===== src/rtl/rt_ibex_hws_sequencer.sv =====
// -----------------------------------------------------------------------------
// rt_ibex_hws_sequencer
//
// Purpose
//   Upstream controller for the RT-IBEX hardware stacking unit. It accepts
//   interrupt entries and hardware-context mret events, stalls fetch while the
//   pipeline drains, starts the stacking unit in SAVE or RESTORE mode, waits
//   for done, acknowledges it, and finally redirects fetch to the handler
//   vector or to the restored return point. It keeps the interrupt nesting
//   depth. An mret taken while another irq is pending can tail-chain
//   straight into the next handler, with no restore and no save.
//
// Ports
//   clk_i           clock
//   rst_ni          async active-low reset (shared with the stacking unit)
//   irq_pending_i   an enabled irq is ready to be taken (level)
//   irq_enable_i    mstatus.MIE; gates new entries but not tail-chains
//   mret_i          mret committed in ID (1-cycle pulse)
//   pipe_empty_i    no outstanding LSU/multicycle op in ID/EX
//   hws_done_i      stacking unit done (held until ack + 1 cycle)
//   hws_start_o     1-cycle start pulse to the stacking unit
//   hws_mode_o      SAVE/RESTORE; changes only when leaving RUN
//   hws_ack_o       1-cycle acknowledge of done
//   fetch_stall_o   hold IF while any sequence is in progress
//   irq_ack_o       1-cycle pulse: irq taken
//   jump_handler_o  1-cycle pulse: redirect fetch to the vector
//   resume_o        1-cycle pulse: redirect fetch to the restored mepc
//   nest_depth_o    number of hardware-stacked contexts
//   busy_o          sequencer is not in RUN
//
// All outputs are registered. Every pulse is computed from the same
// transition that moves the FSM, so it appears in the first cycle of the
// destination state. For example, the ack/jump pulse is high during S_ACK.
// -----------------------------------------------------------------------------

package rt_ibex_hws_pkg;

  typedef enum logic {
    HWS_SAVE    = 1'b0,
    HWS_RESTORE = 1'b1
  } hw_stacking_mode_t;

endpackage

module rt_ibex_hws_sequencer
  import rt_ibex_hws_pkg::*;
#(
  parameter int unsigned MAX_NEST  = 4,
  parameter int unsigned DEPTH_W   = 3,
  parameter bit          TAILCHAIN = 1'b1
) (
  input  logic               clk_i,
  input  logic               rst_ni,
  input  logic               irq_pending_i,
  input  logic               irq_enable_i,
  input  logic               mret_i,
  input  logic               pipe_empty_i,
  input  logic               hws_done_i,
  output logic               hws_start_o,
  output hw_stacking_mode_t  hws_mode_o,
  output logic               hws_ack_o,
  output logic               fetch_stall_o,
  output logic               irq_ack_o,
  output logic               jump_handler_o,
  output logic               resume_o,
  output logic [DEPTH_W-1:0] nest_depth_o,
  output logic               busy_o
);

  typedef enum logic [3:0] {
    RUN      = 4'd0,
    S_DRAIN  = 4'd1,
    S_WAIT   = 4'd2,
    S_ACK    = 4'd3,
    S_SETTLE = 4'd4,
    R_DRAIN  = 4'd5,
    R_WAIT   = 4'd6,
    R_ACK    = 4'd7,
    R_SETTLE = 4'd8,
    T_DRAIN  = 4'd9
  } state_e;

  localparam logic [DEPTH_W-1:0] MAX_NEST_D = DEPTH_W'(MAX_NEST);
  localparam logic [DEPTH_W-1:0] DEPTH_ONE  = DEPTH_W'(1);
  localparam logic [DEPTH_W-1:0] DEPTH_ZERO = DEPTH_W'(0);

  state_e             state_r,     state_s;
  logic [DEPTH_W-1:0] depth_r,     depth_s;
  hw_stacking_mode_t  mode_r,      mode_s;
  logic               start_r,     start_s;
  logic               ack_r,       ack_s;
  logic               irq_ack_r,   irq_ack_s;
  logic               jump_r,      jump_s;
  logic               resume_r,    resume_s;
  logic               stall_r,     stall_s;

  logic               in_wait_s;
  logic               in_ack_s;
  logic               in_settle_s;

  // Next-state, next-depth, next-mode and next-pulse decode
  always_comb begin
    state_s   = state_r;
    depth_s   = depth_r;
    mode_s    = mode_r;
    start_s   = 1'b0;
    ack_s     = 1'b0;
    irq_ack_s = 1'b0;
    jump_s    = 1'b0;
    resume_s  = 1'b0;

    case (state_r)
      RUN: begin
        // A returning mret takes priority over a new entry. An mret with
        // no stacked context is not a hardware-stacked return, so it is
        // ignored here.
        if (mret_i && (depth_r != DEPTH_ZERO)) begin
          if (TAILCHAIN && irq_pending_i) begin
            // Tail-chain: the stacked context stays in place and the next
            // handler reuses it, so there is no stacking op and no mode change.
            irq_ack_s = 1'b1;
            state_s   = T_DRAIN;
          end else begin
            mode_s  = HWS_RESTORE;
            state_s = R_DRAIN;
          end
        end else if (irq_pending_i && irq_enable_i && (depth_r < MAX_NEST_D)) begin
          irq_ack_s = 1'b1;
          mode_s    = HWS_SAVE;
          state_s   = S_DRAIN;
        end else begin
          state_s = RUN;
        end
      end

      S_DRAIN: begin
        if (pipe_empty_i) begin
          start_s = 1'b1;
          state_s = S_WAIT;
        end else begin
          state_s = S_DRAIN;
        end
      end

      S_WAIT: begin
        if (hws_done_i) begin
          ack_s   = 1'b1;
          jump_s  = 1'b1;
          state_s = S_ACK;
          if (depth_r < MAX_NEST_D) begin
            depth_s = depth_r + DEPTH_ONE;
          end else begin
            depth_s = depth_r;
          end
        end else begin
          state_s = S_WAIT;
        end
      end

      S_ACK:    state_s = S_SETTLE;
      // done is still high from the unit during settle and must be ignored
      S_SETTLE: state_s = RUN;

      R_DRAIN: begin
        if (pipe_empty_i) begin
          start_s = 1'b1;
          state_s = R_WAIT;
        end else begin
          state_s = R_DRAIN;
        end
      end

      R_WAIT: begin
        if (hws_done_i) begin
          ack_s    = 1'b1;
          resume_s = 1'b1;
          state_s  = R_ACK;
          if (depth_r != DEPTH_ZERO) begin
            depth_s = depth_r - DEPTH_ONE;
          end else begin
            depth_s = depth_r;
          end
        end else begin
          state_s = R_WAIT;
        end
      end

      R_ACK:    state_s = R_SETTLE;
      R_SETTLE: state_s = RUN;

      T_DRAIN: begin
        if (pipe_empty_i) begin
          jump_s  = 1'b1;
          state_s = RUN;
        end else begin
          state_s = T_DRAIN;
        end
      end

      default: state_s = RUN;
    endcase

    stall_s = (state_s != RUN);
  end

  // State, depth, mode and output pulse registers
  always_ff @(posedge clk_i or negedge rst_ni) begin
    if (!rst_ni) begin
      state_r   <= RUN;
      depth_r   <= DEPTH_ZERO;
      mode_r    <= HWS_SAVE;
      start_r   <= 1'b0;
      ack_r     <= 1'b0;
      irq_ack_r <= 1'b0;
      jump_r    <= 1'b0;
      resume_r  <= 1'b0;
      stall_r   <= 1'b0;
    end else begin
      state_r   <= state_s;
      depth_r   <= depth_s;
      mode_r    <= mode_s;
      start_r   <= start_s;
      ack_r     <= ack_s;
      irq_ack_r <= irq_ack_s;
      jump_r    <= jump_s;
      resume_r  <= resume_s;
      stall_r   <= stall_s;
    end
  end

  assign hws_start_o    = start_r;
  assign hws_mode_o     = mode_r;
  assign hws_ack_o      = ack_r;
  assign fetch_stall_o  = stall_r;
  assign irq_ack_o      = irq_ack_r;
  assign jump_handler_o = jump_r;
  assign resume_o       = resume_r;
  assign nest_depth_o   = depth_r;
  assign busy_o         = (state_r != RUN);

  assign in_wait_s   = (state_r == S_WAIT)   || (state_r == R_WAIT);
  assign in_ack_s    = (state_r == S_ACK)    || (state_r == R_ACK);
  assign in_settle_s = (state_r == S_SETTLE) || (state_r == R_SETTLE);

  rt_ibex_hws_sequencer_chk u_chk (
    .clk_i       (clk_i),
    .rst_ni      (rst_ni),
    .hws_done_i  (hws_done_i),
    .in_wait_i   (in_wait_s),
    .in_ack_i    (in_ack_s),
    .in_settle_i (in_settle_s),
    .busy_i      (busy_o),
    .hws_start_i (hws_start_o),
    .hws_mode_i  (hws_mode_o)
  );

endmodule

// -----------------------------------------------------------------------------
// rt_ibex_hws_sequencer_chk
//
// Purpose
//   Protocol checks around the sequencer. Done from the stacking unit is only
//   legitimate while the unit is being waited on or acknowledged. It may
//   linger for one cycle after the settle state. The mode must stay frozen
//   for a whole sequence, and start is always a single-cycle pulse.
//
// Ports
//   clk_i, rst_ni     clock and reset of the sequencer
//   hws_done_i        done from the stacking unit
//   in_wait_i         sequencer is in S_WAIT or R_WAIT
//   in_ack_i          sequencer is in S_ACK or R_ACK
//   in_settle_i       sequencer is in S_SETTLE or R_SETTLE
//   busy_i            sequencer is not in RUN
//   hws_start_i       start pulse
//   hws_mode_i        mode toward the stacking unit
// -----------------------------------------------------------------------------
module rt_ibex_hws_sequencer_chk
  import rt_ibex_hws_pkg::*;
(
  input logic              clk_i,
  input logic              rst_ni,
  input logic              hws_done_i,
  input logic              in_wait_i,
  input logic              in_ack_i,
  input logic              in_settle_i,
  input logic              busy_i,
  input logic              hws_start_i,
  input hw_stacking_mode_t hws_mode_i
);

  // Unexpected done outside the wait/ack window
  done_window_a: assert property (@(posedge clk_i) disable iff (!rst_ni)
    hws_done_i |-> (in_wait_i || in_ack_i || in_settle_i || $past(in_settle_i)));

  // Mode is only allowed to move on the RUN exit edge
  mode_stable_a: assert property (@(posedge clk_i) disable iff (!rst_ni)
    busy_i |=> $stable(hws_mode_i));

  // Start never lasts more than one cycle
  start_pulse_a: assert property (@(posedge clk_i) disable iff (!rst_ni)
    hws_start_i |=> !hws_start_i);

endmodule

===== config.mk =====
export PLATFORM = sky130hd
export DESIGN_NAME = rt_ibex_hws_sequencer
export DESIGN_NICKNAME = d
export VERILOG_FILES = /design/src/rtl/rt_ibex_hws_sequencer.sv
export SDC_FILE = /design/constraint.sdc
export NUM_CORES = 1
export LEC_CHECK = 0
export BUFFER_PORTS_ARGS = -buffer_cell sky130_fd_sc_hd__buf_2
export CAP_MARGIN = 20
export CORE_MARGIN = 5
export CORE_UTILIZATION = 54
export DETAILED_ROUTE_END_ITERATION = 6
export GPL_ROUTABILITY_DRIVEN = 0
export PLACE_DENSITY = 0.81
export RECOVER_POWER = 25
export SYNTH_ARGS = -nofsm -noshare
export SYNTH_HDL_FRONTEND = slang
export SYNTH_SLANG_ARGS = --single-unit

===== constraint.sdc =====
create_clock -name clk_i -period 4.15 [get_ports clk_i]
set_input_delay 0.83 -clock clk_i [delete_from_list [all_inputs] [get_ports clk_i]]
set_output_delay 0.83 -clock clk_i [all_outputs]
set_load 0.02 [all_outputs]

==> results of run 1 <==
[critical path: stages (launching register included)]
cell and delay, ns:
dfrtp_1 0.52, nor4_1 0.46, inv_1 0.16, buf_2 0.19
[layout make-up]
| cell class | instances | area [sq um] |
|---|---|---|
| clock buffer | 4 | 36.3 |
| tap | 15 | 18.8 |
| timing repair buffer | 18 | 88.8 |
| sequential | 14 | 350 |
| inverter | 6 | 22.5 |
| fill | 108 | 442 |
| multi-input combinational | 44 | 327 |
[per-layer routing]
| layer | track usage [%] | vias up | routed length [um] |
|---|---|---|---|
| met2 | 21.7 | 24 | 634 |
| met5 | 0 | - | 0 |
| li1 | - | 287 | - |
| met4 | 12.2 | 0 | 39 |
| met3 | 3.07 | 4 | 129 |
| met1 | 20.0 | 274 | 625 |
[worst max path at each step]
stage	startpoint	end	slack, ns	cells past startpoint
after floorplan	state_r[0]	busy_o	2.24	3
after CTS	state_r[2]	busy_o	1.71	3
after global placement	hws_done_i	nest_depth_o[1]	1.72	5
after global routing	state_r[2]	busy_o	1.57	3
after detailed placement	hws_done_i	nest_depth_o[1]	1.62	5
final	state_r[2]	busy_o	1.71	3
[kinds of logic after synthesis]
logic type	after synthesis	share of synthesized area [%]
and+or+nand+nor	19	15.7
xor gates and xnor gates	2	2.39
buffers and inverters	11	7.68
DFF	14	47.8
muxes	1	1.37
AOI/OAI and AO/OA	21	22.4
adders and majority gates	1	2.73
[flip-flops by register name, indices dropped and copies added, names as in the netlist]
| register | count |
|---|---|
| hws_mode_o | 1 |
| hws_ack_o | 1 |
| fetch_stall_o | 1 |
| irq_ack_o | 1 |
| state_r | 4 |
| hws_start_o | 1 |
| nest_depth_o | 3 |
| jump_handler_o | 1 |
| resume_o | 1 |
[power by group through the flow]
| stage | clock, mW | sequential, mW | combinational (mW) |
|---|---|---|---|
| floorplan | 0 | 0.246 | 0.179 |
| global placement | 0 | 0.241 | 0.237 |
| detailed placement | 0 | 0.242 | 0.247 |
| CTS | 0.100 | 0.240 | 0.249 |
| global route | 0.105 | 0.250 | 0.272 |
| finish | 0.0968 | 0.241 | 0.248 |
[stage by stage]
stage          cells  utilization [%]  cell area [sq um]
5_1_grt          101             65.6                843
2_1_floorplan     69                -                733
3_3_place_gp      96             62.5                803
4_1_cts          100             65.3                840
6_report         101             65.6                843
3_5_place_dp      96             62.5                803
[layout by cell type, fill, tap and decap left out, drive strengths merged]
cell	n
inv	6
and2	1
nand2b	1
nand2	5
a22oi	1
o31ai	2
a31oi	3
a21oi	7
clkbuf	6
o21ai	5
dfrtp	14
nand4bb	1
o31a	1
or4	2
nor4bb	1
nor4	2
fa	1
a221oi	1
buf	16
and3b	1
xnor2	2
nor2	3
o221ai	1
nor4b	1
mux2i	1
nor2b	1
==> summary.txt, run 1 <==
Dpl ws -> 1.62 ns
Peak fanout along the critical path -> 12
DRT iter0 DRCs -> 11
Routed length per instance -> 14.1 um
Core Box Area -> 0.00128 sq mm
Commonest cells in the synthesized netlist -> 14 x dfrtp_1, 7 x a21oi_1, 6 x inv_1, 5 x nand2_1
CTS Buffer Depth -> 2
Unrepaired setup endpoints after global routing -> no
Final Max Slew Viols -> 0
Number of synthesized register bits -> 14
Crit Path Category -> reg -> out
Clock Sinks -> 14
Power, Total -> 0.586 mW
R2R depth -> 5
Antenna Nets Post-Route -> 0
Clock power share -> 16.5%
PD cells -> 695 mW/mm^2
Async SR Flop Fraction -> 100%
Combinational power share -> 42.3%
H-tree depth -> 1
Diode count -> 0
Share of the synthesized area in the top cell type -> 47.8%
Die area -> 0.00219 sq mm
Row cnt -> 13
Sw frac -> 43.2%
Worst Hold Depth -> 2
R2R Setup Slk -> 2.18 ns
IO buf count -> 17
Area leader, netlist -> dfrtp_1
Critical Path AT -> 1.61 ns
I/O pins -> 18
P_int -> 0.333 mW
Syn Area/Cell -> 10.6 sq um
Residual DRC -> 0
Routed vias -> 589
Skew-Pair Late Insertion Delay -> 0.28 ns
Clock Pin Slew Worst Setup and Hold Paths -> 0.08 ns
Vias per cell -> 5.83
Setup-failing EPs final -> 0
Max_slew headroom -> 50.8%
Vias in the first global route -> 504
TritonCTS Buffers -> 3
Hpwl dp -> 1.05 mm
Gr usage total -> 15.3%
Layout cells sized above 1 -> 30.2%
GRT overflow -> 0
Cell variety after synth -> 32
Status -> complete, no violations
Area Growth Syn to Fin -> 15.0%
Die height -> 46.9 um
Post-CTS sizing -> 0
Final setup margin -> 1.71 ns
First-pass iteration count of the detailed router -> 4
Starting density of the core -> 57.1%
Hold_buf cts -> 0
Final min period -> 2.44 ns
CP endpoint kind -> primary output
Startpoint types -> flip-flop
Setup TNS -> 0 ns
Most numerous cell in the Yosys netlist -> dfrtp_1
First-pass GRT wire length -> 2.28 mm
Initial antenna violation count -> 0
Fin. Hold Viols -> 0
Hold_ws -> 0.556 ns
Cells after Synth -> 69
Register share of total power -> 41.1%
Clock skew -> 0.00385 ns
Net count after synthesis -> 77
Final nets -> 95
NetSw -> 0.253 mW
Post-synthesis sequential area ratio -> 47.8%
Fmax -> 410 MHz
Netlist Area Pre-Place -> 733 sq um
Worst slew pin tran -> 0.728 ns
Reg-to-Reg Start -> state_r[3]
Pin count of the biggest net entering global routing -> 15
Max Cap Viol -> 0
End of the worst hold path -> hws_mode_o
Tcrit/Tclk final -> 58.7%
Hold Crit Class -> reg -> reg
Syn. warnings -> 0
Root buf cell -> clkbuf_4
Synth top area cells -> dfrtp_1 48%, a21oi_1 4.8%, inv_1 3.1%
Total Routed Length -> 1.43 mm
Post-synth top flop -> dfrtp_1
Worst VDD drop -> 0.000360 V
P_leak -> 0.401 nW
Worst hold start -> hws_mode_o
Post-CTS Setup Inserts -> 0
Die X -> 46.9 um
Worst endpoint required time -> 3.32 ns
Number of enable flip-flop cells after synthesis -> 0
Reg2reg end -> nest_depth_o[1]
TritonCTS clock tree -> built
Power figures use the tool's default switching activity.
==> inputs of run 2 (changes only) <==
- CORE_UTILIZATION: 54 -> 45
- PLACE_DENSITY: 0.81 -> 0.72
- clock period: 4.15 -> 2.1 ns (I/O delays scaled with it)
==> run 2 against run 1 <==
Clock skew down 0.0011 ns. Global-route usage decreased by 2.7 points. Cell count rose by 0.99%. Register-to-register slack worse by 1.8 ns. Sequential share of layout area is 0.49 points lower. Critical path type unchanged. Critical endpoint unchanged.
==> summary.txt, run 2 (synthesized netlist as in run 1, its figures left out) <==
Residual DRC -> 0 (unchanged)
Row cnt -> 14 (+1)
Clock Pin Slew Worst Setup and Hold Paths -> 0.08 ns (about the same)
Commonest non-fill, non-tap cell in the layout -> buf_2
CTS Buffer Depth -> 2 (unchanged)
Core Box Area -> 0.00152 sq mm (+19%)
Area Growth Syn to Fin -> 16.4%
GR peak layer -> met2
Die height -> 50.4 um (+7.5%)
Reg2reg end -> nest_depth_o[2]
Diode count -> 0 (unchanged)
Final nets -> 95 (unchanged)
R2R depth -> 5 (unchanged)
Clock skew -> 0.00279 ns (-0.00106 ns)
Routed vias -> 576 (-2.2%)
Met3 track demand over resource -> 2.96% (-0.11 points)
Die area -> 0.00254 sq mm (+16%)
Pin count of the biggest net entering global routing -> 15 (unchanged)
Non-filler instance count after layout -> 102 (+0.99%)
Layout cells sized above 1 -> 31.4% (+1.2 points)
P_leak -> 0.403 nW (+0.46%)
First-pass iteration count of the detailed router -> 4 (unchanged)
Starting density of the core -> 48.1% (-8.9 points)
Vias in the first global route -> 588 (+17%)
Crit Path Category -> reg -> out
Gr usage total -> 12.6% (-2.7 points)
First-pass GRT wire length -> 2.48 mm (+8.8%)
Clock Sinks -> 14 (unchanged)
Max Cap Viol -> 0 (unchanged)
R2R Setup Slk -> 0.35 ns (-1.83 ns)
Worst slew pin tran -> 0.712 ns (-0.0167 ns)
Met2 Track Usage GR -> 19.7% (-2.0 points)
I/O pins -> 18 (unchanged)
Most frequent cells in the layout -> 16 x buf_2, 14 x dfrtp_1, 7 x a21oi_1
Peak fanout along the critical path -> 9 (-3)
Critical Path AT -> 1.43 ns (-0.18 ns)
Die X -> 50.4 um (+7.5%)
Total Routed Length -> 1.42 mm (-0.63%)
H-tree depth -> 1 (unchanged)
Hpwl dp -> 1.10 mm (+4.7%)
Status -> complete, no violations
Skew-Pair Late Insertion Delay -> 0.27 ns (about the same)
Placed insts -> 98 (+2.1%)
Vias per cell -> 5.65 (-3.2%)
PD cells -> 1360 mW/mm^2 (+95%)
Unrepaired setup endpoints after global routing -> no
Root buf cell -> clkbuf_4
Hold Crit Class -> in -> async
GRT overflow -> 0 (unchanged)
Max_slew headroom -> 52.6% (+1.8 points)
Reg with most FFs -> state_r
Setup-failing EPs final -> 0 (unchanged)
Antenna Nets Post-Route -> 0 (unchanged)
Worst VDD drop -> 0.000672 V (+87%)
TritonCTS Buffers -> 3 (unchanged)
Reg-to-Reg Start -> state_r[3]
Worst endpoint required time -> 1.68 ns (-1.64 ns)
IO buf count -> 17 (unchanged)
Tcrit/Tclk final -> 87.9%
DRT iter0 DRCs -> 8 (-3)
Hold_buf cts -> 0 (unchanged)
Post-CTS Setup Inserts -> 0 (unchanged)
Initial antenna violation count -> 0 (unchanged)
Startpoint types -> flip-flop
Max reg flops -> 4 (unchanged)
Fmax -> 542 MHz
Final Max Slew Viols -> 0 (unchanged)
Fin. Hold Viols -> 0 (unchanged)
CP endpoint kind -> primary output
GR Util met1 -> 15.4% (-4.6 points)
Post-CTS sizing -> 0 (unchanged)
TritonCTS clock tree -> built
Routed length per instance -> 13.9 um (-1.6%)
Final min period -> 1.85 ns
Setup TNS -> 0 ns (unchanged)
## run 2: cell types whose count changed in the layout (fill, tap and decap cells not counted)
cell / change
buf_4: +1
nor4_1: -1
clkbuf_2: -1
nor4_2: +1
## run 2: layer usage
layer / part of all wire (%) / routed length, um
met2: 47 / 665
met1: 45 / 645
met5: 0 / 0
met3: 5.2 / 74
met4: 2.4 / 34
## run 2: worst max-delay path by stage
stage                                from            end  slack, ns  depth (start not counted)
after floorplan           nest_depth_o[2]  fetch_stall_o       0.37                          5
after detailed placement  nest_depth_o[2]  fetch_stall_o       0.42                          4
final                          state_r[1]         busy_o       0.25                          3
after global placement    nest_depth_o[2]  fetch_stall_o       0.42                          4
after CTS                      state_r[2]         busy_o       0.12                          3
after global routing           state_r[1]         busy_o       0.09                          3
## run 2: critical path, cell delays in order (launching register included)
cell and delay [ns]:
dfrtp_1 0.48, nor4_2 0.37, inv_1 0.13, buf_2 0.18
## run 2: cell type report
type	instances	area [sq um]
fillers	149	671
repair buffers	18	91.3
clock buffers	4	36.3
flip-flops and latches	14	350
inverters	6	22.5
well taps	16	20.0
multi-input cells	44	333
## run 2: metrics by stage
stage | setup slack (ns) | utilization [%] | power [mW] | cell area [sq um] | hold WS (ns)
after floorplan | 0.374 | - | 0.840 | 733 | 0.124
after global placement | 0.423 | 53.3 | 0.957 | 812 | 0.327
after detailed placement | 0.418 | 53.3 | 0.967 | 812 | 0.331
after CTS | 0.123 | 55.7 | 1.16 | 848 | 0.0253
after global routing | 0.0894 | 56.0 | 1.26 | 853 | 0.235
final | 0.254 | 56.0 | 1.16 | 853 | 0.165
## run 2: power breakdown
group / switching (mW) / internal (mW)
clock: 0.0817 / 0.105
combinational: 0.286 / 0.204
sequential: 0.125 / 0.355
